==> config.mk <==
export PLATFORM = sky130hd
export DESIGN_NAME = chroma_key_auto_cal
export DESIGN_NICKNAME = d
export VERILOG_FILES = /design/src/rtl/chroma_key_auto_cal.sv
export SDC_FILE = /design/constraint.sdc
export NUM_CORES = 1
export LEC_CHECK = 0
export BUFFER_PORTS_ARGS = -buffer_cell sky130_fd_sc_hd__buf_2
export CORE_MARGIN = 3
export CORE_UTILIZATION = 35
export DETAILED_ROUTE_END_ITERATION = 8
export MAX_ROUTING_LAYER = met4
export PLACE_DENSITY_LB_ADDON = 0.05
export SLEW_MARGIN = 30
export SYNTH_ARGS = -nofsm -noshare
export SYNTH_HDL_FRONTEND = slang
export SYNTH_SLANG_ARGS = --single-unit
==> constraint.sdc <==
create_clock -name clk -period 2.5 [get_ports clk]
set_input_delay 0 -clock clk [delete_from_list [all_inputs] [get_ports clk]]
set_output_delay 0 -clock clk [all_outputs]
set_load 0.005 [all_outputs]
==> src/rtl/chroma_key_auto_cal.sv <==
// Window-average backdrop calibration producing G_min / RG_max keying thresholds.
// Optional CK_CAL_CONTINUOUS_EN: level-sensitive start, recalibrates every frame while held.
module chroma_key_auto_cal #(
    parameter int WIN_X0         = 288,
    parameter int WIN_Y0         = 208,
    parameter int WIN_LOG2_W     = 6,
    parameter int WIN_LOG2_H     = 6,
    parameter int G_MARGIN       = 32,
    parameter int RG_MARGIN      = 16,
    parameter int DEF_G_MIN      = 100,
    parameter int DEF_RG_MAX     = 40,
    parameter int VS_ACTIVE_HIGH = 0
) (
    input  logic        clk,
    input  logic        rst_n,
    input  logic        start,
    input  logic        i_vsync,
    input  logic        i_de,
    input  logic [23:0] rgb_data,
    output logic [7:0]  G_min,
    output logic [7:0]  RG_max,
    output logic        busy,
    output logic        valid,
    output logic        err
);
    localparam int S  = WIN_LOG2_W + WIN_LOG2_H;
    localparam int SW = 8 + S;
    localparam int CW = S + 1;
    localparam logic [CW-1:0] LAST_CNT = CW'((1 << S) - 1);
    localparam logic [12:0] X_LO = 13'(WIN_X0);
    localparam logic [12:0] X_HI = 13'(WIN_X0 + (1 << WIN_LOG2_W));
    localparam logic [12:0] Y_LO = 13'(WIN_Y0);
    localparam logic [12:0] Y_HI = 13'(WIN_Y0 + (1 << WIN_LOG2_H));

    typedef enum logic [2:0] {IDLE, WAIT_FRAME, ACCUM, CALC0, CALC1} state_t;
    state_t state, state_nx;

    logic          vs_act, vs_d, frame_start;
    logic          de_d, de_fall;
    logic          start_acc;
    logic [11:0]   col, row;
    logic          in_win, sample, last_smp;
    logic [7:0]    pix_r, pix_g, pix_b, pix_m;
    logic [SW-1:0] sum_g, sum_m;
    logic [CW-1:0] smp_cnt;
    logic [7:0]    avg_g, avg_m;
    logic signed [9:0] g_lo, m_hi;
    logic [7:0]    g_clamp, m_clamp;
    logic          clr_acc, acc_en, abort;

    assign vs_act      = (VS_ACTIVE_HIGH != 0) ? i_vsync : ~i_vsync;
    assign frame_start = vs_act & ~vs_d;
    assign de_fall     = de_d & ~i_de;

`ifdef CK_CAL_CONTINUOUS_EN
    assign start_acc = start;
`else
    logic start_d;
    assign start_acc = start & ~start_d;

    always_ff @(posedge clk or negedge rst_n) begin
        if (!rst_n) start_d <= 1'b0;
        else        start_d <= start;
    end
`endif

    // vs_d resets high so a reset released mid-vsync does not fake a frame start
    always_ff @(posedge clk or negedge rst_n) begin
        if (!rst_n) begin
            vs_d <= 1'b1;
            de_d <= 1'b0;
        end else begin
            vs_d <= vs_act;
            de_d <= i_de;
        end
    end

    always_ff @(posedge clk or negedge rst_n) begin
        if (!rst_n) begin
            col <= '0;
            row <= '0;
        end else begin
            if (i_de)         col <= col + 12'd1;
            else if (de_fall) col <= '0;
            if (frame_start)  row <= '0;
            else if (de_fall) row <= row + 12'd1;
        end
    end

    assign {pix_r, pix_g, pix_b} = rgb_data;
    assign pix_m    = (pix_r > pix_b) ? pix_r : pix_b;
    assign in_win   = ({1'b0, col} >= X_LO) && ({1'b0, col} < X_HI) &&
                      ({1'b0, row} >= Y_LO) && ({1'b0, row} < Y_HI);
    assign sample   = i_de & in_win;
    assign last_smp = (smp_cnt == LAST_CNT);

    always_comb begin
        state_nx = state;
        case (state)
            IDLE:       if (start_acc) state_nx = WAIT_FRAME;
            WAIT_FRAME: if (frame_start) state_nx = ACCUM;
            ACCUM: begin
                if (frame_start)            state_nx = IDLE;
                else if (sample && last_smp) state_nx = CALC0;
            end
            CALC0:      state_nx = CALC1;
            CALC1: begin
`ifdef CK_CAL_CONTINUOUS_EN
                state_nx = start ? WAIT_FRAME : IDLE;
`else
                state_nx = IDLE;
`endif
            end
            default:    state_nx = IDLE;
        endcase
    end

    always_ff @(posedge clk or negedge rst_n) begin
        if (!rst_n) state <= IDLE;
        else        state <= state_nx;
    end

    assign clr_acc = (state_nx == WAIT_FRAME) && (state != WAIT_FRAME);
    assign acc_en  = (state == ACCUM) && sample && !frame_start;
    assign abort   = (state == ACCUM) && frame_start;
    assign busy    = (state != IDLE);

    always_ff @(posedge clk or negedge rst_n) begin
        if (!rst_n) begin
            sum_g   <= '0;
            sum_m   <= '0;
            smp_cnt <= '0;
            avg_g   <= '0;
            avg_m   <= '0;
        end else begin
            if (clr_acc) begin
                sum_g   <= '0;
                sum_m   <= '0;
                smp_cnt <= '0;
            end else if (acc_en) begin
                sum_g   <= sum_g + {{S{1'b0}}, pix_g};
                sum_m   <= sum_m + {{S{1'b0}}, pix_m};
                smp_cnt <= smp_cnt + CW'(1);
            end
            if (state == CALC0) begin
                avg_g <= sum_g[SW-1:S];
                avg_m <= sum_m[SW-1:S];
            end
        end
    end

    // 10-bit signed headroom so neither clamp can wrap
    assign g_lo    = signed'({2'b00, avg_g}) - signed'(10'(G_MARGIN));
    assign m_hi    = signed'({2'b00, avg_m}) + signed'(10'(RG_MARGIN));
    assign g_clamp = g_lo[9] ? 8'd0 : g_lo[7:0];
    assign m_clamp = (m_hi[9:8] != 2'b00) ? 8'd255 : m_hi[7:0];

    always_ff @(posedge clk or negedge rst_n) begin
        if (!rst_n) begin
            G_min  <= 8'(DEF_G_MIN);
            RG_max <= 8'(DEF_RG_MAX);
            valid  <= 1'b0;
            err    <= 1'b0;
        end else begin
            valid <= 1'b0;
            if (state == IDLE && start_acc) err <= 1'b0;
            if (abort) err <= 1'b1;
            if (state == CALC1) begin
                if (avg_g <= avg_m) begin
                    err <= 1'b1;
                end else begin
                    G_min  <= g_clamp;
                    RG_max <= m_clamp;
                    valid  <= 1'b1;
                    err    <= 1'b0;
                end
            end
        end
    end
endmodule

### After elaboration in Yosys (flattened, before gate mapping)

Cells that the tools add are included.

* output and inout bits: 19
* memories kept: 0
* word-level logic and storage cells: 86
* memory bits (read-only): 0
* flip-flop bits (word level): 117
* bits in latches: 0
* RAM bits: 0
* bits of input ports: 29

* mux-type cells: 24
* div/mod/pow operators: 0
* add/subtract/negate cells: 7
* magnitude comparators: 6
* bitwise gates (word level): 9
* reductions and logical operators: 18
* $mul: 0
* equal/unequal tests: 7
* shifts and indexed selects: 0

Operators by type and width (number)
* $mux W20: 4
* $mux W12: 4
* $add A20 B8 Y20: 2
* $mux W13: 2
* $add A12 B1 Y12 const B: 2
* $lt A12 B9 Y1 const B: 2
* $mux W8: 3
* $add A13 B1 Y13 const B: 1
* $eq A13 B12 Y1 const B: 1
* $ge A12 B8 Y1 const B: 1
* $ge A12 B9 Y1 const B: 1
* $mux W3: 4
* $pmux W3 S4: 1
* $add A8 B5 Y9 const B: 1
* $logic_and A1 B1 Y1: 9
* $sub A8 B6 Y9 const B: 1
* $gt A8 B8 Y1: 1
* $le A8 B8 Y1: 1
* $reduce_bool A2 Y1: 4
* $eq A3 B1 Y1 const B: 2
* $eq A3 B2 Y1 const B: 2
* $mux W1: 6
* $reduce_bool A3 Y1: 2
* $not A1 Y1: 5
* 6 further kinds: 9

### Longest topological paths before layout

* depth in word-level cells: 12
* depth in mapped cells: 16
* gate-level depth less buffers: 15

### Least setup slack after synthesis

OpenSTA, ideal clock, no wires.

* path kind: input to register
* from: in rgb_data[4]
* to: reg sum_m[18]
* stages: 16
* required time: 2.422 ns
* setup slack: -0.812 ns
* arrival: 3.234 ns
* buffers on the path: 1
* library setup time: 0.078 ns
* path through: inv_1 ha_1 and3_1 o21ai_0 a31oi_1 o22ai_1 mux2_2 ha_1 inv_1 fa_1 nand2b_1 a21oi_1 o41ai_1 clkbuf_1 or4_1 a21oi_1

* word-level cells in the longest chain between the ends: 5

Ends and longest elaborated chain
* from (decl): line 19 `input logic [23:0] rgb_data,`
* $gt A8 B8 Y1: line 91 `assign pix_m = (pix_r > pix_b) ? pix_r : pix_b;`
* $mux W8 *: line 91
* $add A20 B8 Y20 *: line 142 `sum_m <= sum_m + {{S{1'b0}}, pix_m};`
* $mux W20 *: line 140 `end else if (acc_en) begin`
* $mux W20 *: line 136 `if (clr_acc) begin`
* to (signal assigned): line 142
* to (decl): line 44 `logic [SW-1:0] sum_g, sum_m;`

Mark *: on every way between the ends. The rest lies on a longest branch, timed or not. The select of a mux whose other input is x is not followed.
A chain may end at the register's enable or synchronous reset.

### Worst setup path after layout

* from: in rgb_data[20]
* to: reg sum_m[17]

Same word-level chain as after synthesis.

==> run metrics <==
Leakage=3.92 nW; Max VDD drop=496 uV; Synth Flop Type=dfrtp_1; CP max stage cell=or4_4; buffers plus inverters on the worst setup path=4; clock latency on the worst-skew pair=0.42 ns; Max-Cap Viols=0; Post-Syn Area per Cell=9.63 sq um; number of global-route vias before repair=5361; chip height=143 um; max_slew headroom=0.561; Critical Path RT=2.84 ns; CTS buffer count=17; worst slack at placement=-0.645 ns; setup violators final=4; failing checks=negative setup slack; Pre-antenna DRT Iters=4; RSZ-0062 raised after global routing=true; pwr/cell area=607 mW/mm^2; largest net degree at the start of global routing=45; share of cells above drive strength 1=0.281; CP cell instances=buf_4 > ha_4 > and3_4 > o21ai_2 > a31oi_2 > o22ai_4 > buf_6 > buf_6 > mux2_4 > ha_4 > nor2_4 > nor3b_2 > a221oi_2 > buf_4 > or4_4 > a21oi_2; overall routing resource usage=0.166; startpoint types=input pin; post-route ant nets=0; CTS Sinks=117; Max Fclk=395 MHz; fillers=1727; GRT overflow=0; Worst Tran Pin Value=0.659 ns; Tcrit/Tclk final=1.01; Min Clock Period, post-route=2.53 ns; status=finished with violations; Mapped Cells=685; Synthesis Warnings=0; Post-Route Skew=0.00847 ns; ys async rst share=1.00; hold crit path type=in -> reg; Vias=5397; CP Max Fanout=7; Worst Setup Path Type=in -> reg; max-slew violations=0; CP peak stage delay=0.48 ns; die area=0.0205 sq mm; final worst slack=-0.0309 ns; Seq/Total Area, Yosys=0.445; crit-path leading delay family=simple AND/OR/NAND/NOR gates; fin nets=860; Worst Setup End Kind=flop; PortBufs=47; Clock transition at path regs=0.06 ns; H-tree depth=4; Initial Util=0.362; DR vias/cell=5.24; design area=0.00862 sq mm; Wirelength per Cell=15.5 um; crit path DAT=2.87 ns; number of diodes=0; Detail Placement HPWL=11000 um; first-pass GRT wire length=26500 um; FF+latch count, synth=117; routability-driven placement congestion ratio=0.837; Netlist cell types=53; Initial DRC Count=219; CTS root buf=clkbuf_16; Ports=48; Cell Area, Synth=0.00659 sq mm; EDFF count, synth=0; synthesis-to-finish area growth=30.7%; syn_nets=757; initial antenna violation count=0; Rows=49; Placed Area=0.00752 sq mm; Fin. Hold Viols=0; Die W=143 um; CTS tree=done; Clock Path Buffers=2; area of the core=0.0182 sq mm; drt total wl=16000 um; Post-route DRC=0
## area by class of cell
| cell class | instances | area [sq um] | area share |
|---|---|---|---|
| Tap cell | 229 | 287 | 0.0333 |
| Clock inverter | 12 | 176 | 0.0205 |
| Timing Repair Buffer | 109 | 805 | 0.0934 |
| Clock buffer | 20 | 467 | 0.0542 |
| Multi-Input combinational cell | 498 | 3770 | 0.437 |
| Sequential cell | 117 | 2940 | 0.341 |
| Inverter | 45 | 181 | 0.0211 |
## cells in the mapped netlist (3+ instances only)
master	number	share of area
or3_1	6	0.0057
or4_1	23	0.026
xor2_1	19	0.025
inv_1	44	0.025
and3_1	15	0.014
a21oi_1	41	0.031
nor2b_1	4	0.0038
dfrtp_1	111	0.42
mux2_2	24	0.041
o31ai_1	23	0.026
buf_1	4	0.0023
dfstp_2	6	0.024
mux2i_1	18	0.027
nand4_1	13	0.012
clkbuf_1	16	0.0091
o211ai_1	6	0.0068
xnor2_1	7	0.0093
nor2_1	42	0.024
nand3_1	53	0.040
buf_2	3	0.0023
o41ai_1	3	0.0040
a21o_1	10	0.011
nor3_1	10	0.0076
nor3b_1	7	0.0080
o21ai_0	32	0.024
nand2b_1	5	0.0047
nand2_1	57	0.032
nand4b_1	3	0.0040
o21ai_1	10	0.0076
ha_1	41	0.078
## final timing paths
kind | start | endpoint | slack [ns] | cells after the start
worst max-delay path | rgb_data[20] | sum_m[17]$_DFFE_PN0P_ | -0.03 | 16
worst min-delay path | rgb_data[9] | sum_g[1]$_DFFE_PN0P_ | 0.008 | 4
worst max register to register | vs_d$_DFF_PN1_ | sum_m[10]$_DFFE_PN0P_ | 0.04 | 6
worst min register to register | RG_max[3]$_DFFE_PN1P_ | RG_max[3]$_DFFE_PN1P_ | 0.47 | 2
max in group asynchronous | rst_n | G_min[5]$_DFFE_PN1P_ | 1.62 | 3
min in group asynchronous | rst_n | sum_m[2]$_DFFE_PN0P_ | 0.16 | 2
## layer usage
layer	global-route usage	wire length (um)	part of all wire
met5	-	0	0
met4	0.0377	91	0.0057
met3	0.0412	472	0.030
met2	0.260	7710	0.48
met1	0.220	7680	0.48
## flip-flops by register name (all words and copies together), names as in the netlist, 3 cells and up
signal   count
RG_max       8
sum_m       20
avg_g        8
row         12
smp_cnt     13
col         12
sum_g       20
G_min        8
avg_m        8
state        3
## cell usage in the layout, fill, tap and decap left out, types with 6 or more instances in the layout
master / count
and3_1: 14
buf_2: 37
or4_4: 6
nor2_1: 41
o31ai_1: 21
dfstp_2: 6
xnor2_1: 7
mux2_4: 6
dfrtp_1: 111
mux2_2: 18
o211ai_1: 6
o21ai_1: 11
buf_4: 55
a21oi_1: 35
inv_1: 38
clkbuf_16: 17
mux2i_1: 18
buf_6: 9
ha_4: 12
nand3_1: 51
ha_1: 29
nor3_1: 10
nand2_1: 56
a21o_1: 10
xor2_1: 19
nand4_1: 13
or4_1: 18
o21ai_0: 29
## report_power, final
group          internal, mW  switching, mW  total [mW]
registers              1.94         0.0310        1.97
clock network          1.75          0.898        2.64
logic                 0.275          0.344       0.618
total                  3.96           1.27        5.23
## worst min-delay path, delay by kind of cell
| kind | cells | cell delay (ns) |
|---|---|---|
| simple gates | 2 | 0.11 |
| fa+ha+maj | 1 | 0.17 |
| buf+inv | 1 | 0.11 |
## cell families after synthesis
group / synth area share
AO/OA/AOI/OAI: 0.126
adder cells (fa/ha/maj): 0.0839
multiplexers: 0.0683
flip-flops: 0.445
AND/OR/NAND/NOR: 0.198
buffers and inverters: 0.0438
XOR/XNOR: 0.0345
## what timing repair did
| action | CTS | global route |
|---|---|---|
| resized for setup | 29 | 36 |
| pin swaps | 12 | 22 |
| setup buffers | 5 | 5 |
| gates cloned | 2 | 0 |
| endpoints found under the hold margin | 50 | 0 |
| hold buffers | 5 | 0 |
| setup endpoints to repair | 13 | 18 |
## through the flow
step / instances / setup TNS [ns] / util / total power, mW / hold WS, ns
after floorplan: 685 / -2.85 / - / 2.29 / -0.296
after global placement: 982 / -6.43 / 0.413 / 2.53 / 0.0744
after detailed placement: 982 / -7.86 / 0.413 / 2.56 / 0.0791
after CTS: 1025 / -0.109 / 0.463 / 5.28 / 0.000797
after global routing: 1030 / -0.715 / 0.473 / 5.46 / 0.0212
final: 1030 / -0.0585 / 0.473 / 5.23 / 0.00763
Power figures use the tool's default switching activity.
